File: src/rtl/cnn_frame_sequencer.sv
// cnn_frame_sequencer: reads one frame of pixels from memory, streams it
// into a CNN, then waits (bounded by a timeout) for the CNN result.
// Ports:
//   clk, rst                       clock, async active-low reset
//   i_frame_req, i_abort           frame request / abort
//   o_mem_rd_en, o_mem_addr,
//   i_mem_rdata                    pixel memory read port (1-cycle latency)
//   o_start_signal, o_pixel_valid,
//   o_pixel_in                     CNN frame start and pixel stream
//   i_cnn_busy, i_result_valid,
//   i_lane_result                  CNN status and result
//   o_result_valid, o_lane_result  captured result and its pulse
//   o_busy, o_timeout,
//   o_frame_count                  status
module cnn_frame_sequencer #(
   parameter int IMG_PIXELS     = 1024,
   parameter int PIXEL_GAP      = 0,
   parameter int TIMEOUT_CYCLES = 65535
) (
   input  logic                          clk,
   input  logic                          rst,
   input  logic                          i_frame_req,
   input  logic                          i_abort,
   output logic                          o_mem_rd_en,
   output logic [$clog2(IMG_PIXELS)-1:0] o_mem_addr,
   input  logic [7:0]                    i_mem_rdata,
   output logic                          o_start_signal,
   output logic                          o_pixel_valid,
   output logic [7:0]                    o_pixel_in,
   input  logic                          i_cnn_busy,
   input  logic                          i_result_valid,
   input  logic signed [47:0]            i_lane_result,
   output logic                          o_result_valid,
   output logic signed [47:0]            o_lane_result,
   output logic                          o_busy,
   output logic                          o_timeout,
   output logic [15:0]                   o_frame_count
);

   localparam int AW = $clog2(IMG_PIXELS);
   localparam int CW = AW + 1;
   localparam int GW = (PIXEL_GAP > 0) ? $clog2(PIXEL_GAP + 1) : 1;
   localparam int TW = $clog2(TIMEOUT_CYCLES + 1);

   localparam logic [CW-1:0] N_PIX     = CW'(IMG_PIXELS);
   localparam logic [AW-1:0] LAST_ADDR = AW'(IMG_PIXELS - 1);
   localparam logic [GW-1:0] GAP_LAST  = GW'(PIXEL_GAP);
   localparam logic [TW-1:0] TO_LAST   = TW'(TIMEOUT_CYCLES - 1);

   localparam logic [2:0] S_IDLE   = 3'd0;
   localparam logic [2:0] S_START  = 3'd1;
   localparam logic [2:0] S_STREAM = 3'd2;
   localparam logic [2:0] S_WAIT   = 3'd3;
   localparam logic [2:0] S_DONE   = 3'd4;

   logic [2:0]         state;
   logic [2:0]         state_nx;
   logic               pending;
   logic [CW-1:0]      next_addr;
   logic [GW-1:0]      gap_cnt;
   logic               rd_q1;
   logic               q1_last;
   logic               pix_valid_q;
   logic [7:0]         pix_q;
   logic [TW-1:0]      to_cnt;
   logic               timeout_q;
   logic               res_valid_q;
   logic signed [47:0] lane_q;
   logic [15:0]        frame_cnt;

   logic in_run;
   logic abort_run;
   logic gap_hit;
   logic issue_stream;
   logic last_pix;
   logic res_take;
   logic to_take;

   assign in_run = (state == S_START) |
                   (state == S_STREAM) |
                   (state == S_WAIT);
   assign abort_run = i_abort & in_run;

   assign gap_hit = (gap_cnt == GAP_LAST);
   assign issue_stream = (state == S_STREAM) & gap_hit &
                         (next_addr < N_PIX);

   // Address 0 goes out in START, the rest are paced by the gap counter.
   assign o_mem_rd_en = (state == S_START) | issue_stream;
   assign o_mem_addr  = issue_stream ? next_addr[AW-1:0] : '0;

   // The final read's data is being registered this edge, so the last
   // pixel becomes visible in the first WAIT_RESULT cycle.
   assign last_pix = rd_q1 & q1_last;

   // A result arriving on the timeout's last cycle still counts.
   assign res_take = (state == S_WAIT) & i_result_valid & ~i_abort;
   assign to_take  = (state == S_WAIT) & ~i_result_valid & ~i_abort &
                     (to_cnt == TO_LAST);

   always_comb begin
      state_nx = state;
      case (state)
         S_IDLE:
            if (!i_abort && (pending || i_frame_req) && !i_cnn_busy)
               state_nx = S_START;
         S_START:
            state_nx = i_abort ? S_IDLE : S_STREAM;
         S_STREAM:
            if (i_abort)       state_nx = S_IDLE;
            else if (last_pix) state_nx = S_WAIT;
         S_WAIT:
            if (i_abort)       state_nx = S_IDLE;
            else if (res_take) state_nx = S_DONE;
            else if (to_take)  state_nx = S_IDLE;
         S_DONE:
            state_nx = S_IDLE;
         default:
            state_nx = S_IDLE;
      endcase
   end

   always_ff @(posedge clk or negedge rst) begin
      if (!rst) begin
         state       <= S_IDLE;
         pending     <= 1'b0;
         next_addr   <= '0;
         gap_cnt     <= '0;
         rd_q1       <= 1'b0;
         q1_last     <= 1'b0;
         pix_valid_q <= 1'b0;
         pix_q       <= '0;
         to_cnt      <= '0;
         timeout_q   <= 1'b0;
         res_valid_q <= 1'b0;
         lane_q      <= '0;
         frame_cnt   <= '0;
      end else begin
         state       <= state_nx;
         res_valid_q <= 1'b0;

         // Requests only register while idle; they wait out a busy CNN.
         if (state == S_IDLE) begin
            if (i_abort || state_nx == S_START)
               pending <= 1'b0;
            else if (i_frame_req)
               pending <= 1'b1;
         end

         if (state_nx == S_START) begin
            next_addr <= CW'(1);
            gap_cnt   <= '0;
         end else if (issue_stream) begin
            next_addr <= next_addr + 1'b1;
            gap_cnt   <= '0;
         end else if (state == S_STREAM && !gap_hit) begin
            gap_cnt <= gap_cnt + 1'b1;
         end

         // Abort kills reads still in flight so nothing leaks out.
         rd_q1       <= o_mem_rd_en & ~abort_run;
         q1_last     <= (o_mem_addr == LAST_ADDR);
         pix_valid_q <= rd_q1 & ~abort_run;
         pix_q       <= (rd_q1 & ~abort_run) ? i_mem_rdata : 8'd0;

         if (state == S_WAIT)
            to_cnt <= to_cnt + 1'b1;
         else
            to_cnt <= '0;

         if (state_nx == S_START)
            timeout_q <= 1'b0;
         else if (to_take)
            timeout_q <= 1'b1;

         if (res_take) begin
            lane_q      <= i_lane_result;
            res_valid_q <= 1'b1;
            frame_cnt   <= frame_cnt + 16'd1;
         end
      end
   end

   assign o_start_signal = (state == S_START);
   assign o_pixel_valid  = pix_valid_q;
   assign o_pixel_in     = pix_q;
   assign o_result_valid = res_valid_q;
   assign o_lane_result  = lane_q;
   assign o_busy         = (state != S_IDLE);
   assign o_timeout      = timeout_q;
   assign o_frame_count  = frame_cnt;

endmodule

File: config.mk
export PLATFORM = sky130hd
export DESIGN_NAME = cnn_frame_sequencer
export DESIGN_NICKNAME = d
export VERILOG_FILES = /design/src/rtl/cnn_frame_sequencer.sv
export SDC_FILE = /design/constraint.sdc
export NUM_CORES = 1
export LEC_CHECK = 0
export ABC_AREA = 1
export BUFFER_PORTS_ARGS = -buffer_cell sky130_fd_sc_hd__buf_2
export CORE_MARGIN = 1.5
export CORE_UTILIZATION = 53
export CTS_CLUSTER_SIZE = 20
export DETAILED_ROUTE_END_ITERATION = 10
export GPL_ROUTABILITY_DRIVEN = 0
export GPL_TIMING_DRIVEN = 0
export PLACE_DENSITY = 0.89
export SKIP_LAST_GASP = 1
export SYNTH_ARGS = -nofsm -noshare
export SYNTH_HDL_FRONTEND = slang
export SYNTH_SLANG_ARGS = --single-unit
export TNS_END_PERCENT = 50
File: constraint.sdc
create_clock -name clk -period 3.1 [get_ports clk]
set_input_delay 0.31 -clock clk [delete_from_list [all_inputs] [get_ports clk]]
set_output_delay 0.31 -clock clk [all_outputs]
set_load 0.02 [all_outputs]
==> reports/results.ini <==
[synthesis]
synth-xor-area-share_pct = 1.58
synthCells = 643
avgSynthCellArea_um2 = 7.76
synth_simple_gate_area_share_pct = 32.2
synth_warnings = 0
synth_compound_area_share_pct = 3.81
synthMuxAreaShare_pct = 0
yosys.cell_types.count = 22
synth.yosys.seq_area_share_pct = 54.7
synthAdderAreaFrac_pct = 1.00
synth_top_family_by_area = simple AND/OR/NAND/NOR gates
syn-num-nets = 709
syn_area_mm2 = 0.00499
ys_seq_elements = 109

[finish]
diodes = 0
multi_input_area_mm2 = 0.00193
nets = 869
final_util_pct = 67.0
final_common_cell = nand2_1
seq_area_mm2 = 0.00273
flow.area_growth_from_synthesis_pct = 23.6
drive_gt1_share_pct = 21.4
design_area_mm2 = 0.00616
most-common-layout-cells = nand2_1, buf_2, dfrtp_1
nFillCells = 789

[route]
ant_nets = 0
drt_iter0_markers = 188
vias_per_cell = 5.06
routedWlPerCell_um = 12.6
dr_total_vias = 4650
remaining_drc_errors = 0
routed_wirelength_um = 11600
first_pass_iters = 5

[clocking]
clk_path_buf_depth = 2
cts_setup_buffers = 0
ctsRootBufferMaster = clkbuf_8
cts_made_buffers = 9
post_cts_resized = 0
cts_tree = done
cts.sinks = 109
cts_hold_buffers = 0
clock_latency_ps = 380
clkTransAtPathRegs_ps = 110
htree_levels = 3

[worst_setup_path]
critPathMaxStageDelay_ps = 440
worstPathArrival_ps = 1880
startpoint_type = flop
crit_chain = nor2_1 > nand4_1 > clkbuf_1 > nor2_1 > buf_2
crit_path_frequent_cell = nor2_1
worstPathMaxFanout = 10
slowest_stage = dfrtp_1
end_kind = output port
crit_family = simple AND/OR/NAND/NOR gates
crit_type = reg2out
cp.required_ps = 2790
cp_num_buf_inv = 2

[sta]
rsz0062_at_grt = false
tns_ps = 0
hold_viol_final = 0
setup_viol = 0
timing.slew.headroom_pct = 47.1
slew_violations = 0
tightest_slew_ps = 794
layout_min_cycle_time_ps = 2190
finalClockSkew_ps = 12.2
fmax_mhz = 457
holdWs_ps = 20.9
fin_crit_sh_pct = 70.6
worst_slack_ps = 910

[place]
place_area_mm2 = 0.00590
port_buffers = 148
dp_hpwl_um = 8530
pre_cts_slack_ps = 1280

[power]
combPwrFrac_pct = 18.7
switching_power_w = 0.00102
p_int_w = 0.00241
ir_worst_vdd_mv = 0.432
swShare_pct = 29.8
clkPwrFrac_pct = 32.2
p_leak_nw = 3.50
p_per_area_mw_per_mm2 = 557
power_frac_seq_pct = 49.1

[floorplan]
core_area_mm2 = 0.00920
die_w_um = 100
pin_count = 150
die_area_mm2 = 0.0100
die_height_um = 100
num_rows = 35
initial_core_util_pct = 54.2

[global_route]
grt_pass1_vias = 4310
grt_max_degree = 65
grt_pass1_wl_um = 19100
grt-ovfl-total = 0
antenna_found_initial = 0
track_usage_pct = 24.1

[worst_hold_path]
hp-class = in2async

[job]
maxCapViolCount = 0

[outcome]
status = finished, final reports clean

-- synthesized netlist by cell type (all sizes together) --
cell type	count	area share [%]
a21boi	1	0.15
a21oi	10	1.0
buf	4	0.40
clkbuf	12	0.90
clkinv	1	0.075
dfrtp	109	55
ha	4	1.0
inv	71	5.3
nand2	263	20
nand3	27	2.7
nand3b	1	0.15
nand4	22	2.8
nor2	72	5.4
nor3	9	1.1
o21ai	25	2.5
o21bai	1	0.15
or2	2	0.25
xnor2	3	0.53
xor2	6	1.1
-- cells by family (layout without fill, tap and decap cells) --
family,after synthesis,count (layout)
flip-flops,109,109
AO/OA/AOI/OAI,37,37
XOR/XNOR,9,9
buffers and inverters,88,253
adder cells (fa/ha/maj),4,4
AND/OR/NAND/NOR,396,396
-- area by class of cell --
cell class	count	area share [%]
Clock buffer	9	2.01
Sequential cell	109	44.2
Buffer	16	1.06
Clock inverter	7	2.31
Multi-Input combinational cell	446	31.2
Timing Repair Buffer	149	12.5
Tap cell	111	2.25
Inverter	72	4.38
-- path summary, 6_finish.rpt --
path	startpoint	to	slack, ps	cells past startpoint
worst max register to register	state[2]	o_lane_result[33]	1260	7
worst min register to register	o_lane_result[18]	o_lane_result[18]	470	2
max in group asynchronous	rst	o_lane_result[7]	2390	2
worst min-delay path	rst	o_lane_result[21]	20	1
min in group clk	i_lane_result[26]	o_lane_result[26]	120	3
worst max-delay path	state[2]	o_mem_addr[3]	910	5
-- stage by stage --
stage / instances / power [W]
after CTS: 919 / 0.00346
after floorplan: 643 / 0.00208
after detailed placement: 903 / 0.00236
after global placement: 902 / 0.00233
after global routing: 919 / 0.00360
final: 919 / 0.00343
-- sequential cells by signal, indices dropped and copies added (netlist names) --
| name | count |
|---|---|
| rd_q1 | 1 |
| o_pixel_valid | 1 |
| to_cnt | 16 |
| o_timeout | 1 |
| o_lane_result | 48 |
| o_frame_count | 16 |
| o_result_valid | 1 |
| q1_last | 1 |
| pending | 1 |
| gap_cnt | 1 |
| next_addr | 11 |
| o_pixel_in | 8 |
| state | 3 |
-- per-layer routing --
metal	vias to the layer above	GRT usage [%]	routed length [um]
li1	2301	-	-
met1	2163	27.8	4710
met2	159	42.3	5910
met3	27	6.89	694
met4	0	9.32	252
met5	-	0	0
-- power groups by stage --
stage	Combinational, W	Clock [W]	Sequential (W)
4_1_cts	0.000652	0.00113	0.00169
3_3_place_gp	0.000629	0	0.00170
2_1_floorplan	0.000206	0	0.00187
6_report	0.000644	0.00110	0.00169
5_1_grt	0.000714	0.00118	0.00170
3_5_place_dp	0.000650	0	0.00171
Note: power is estimated with default switching activity, not from simulation.
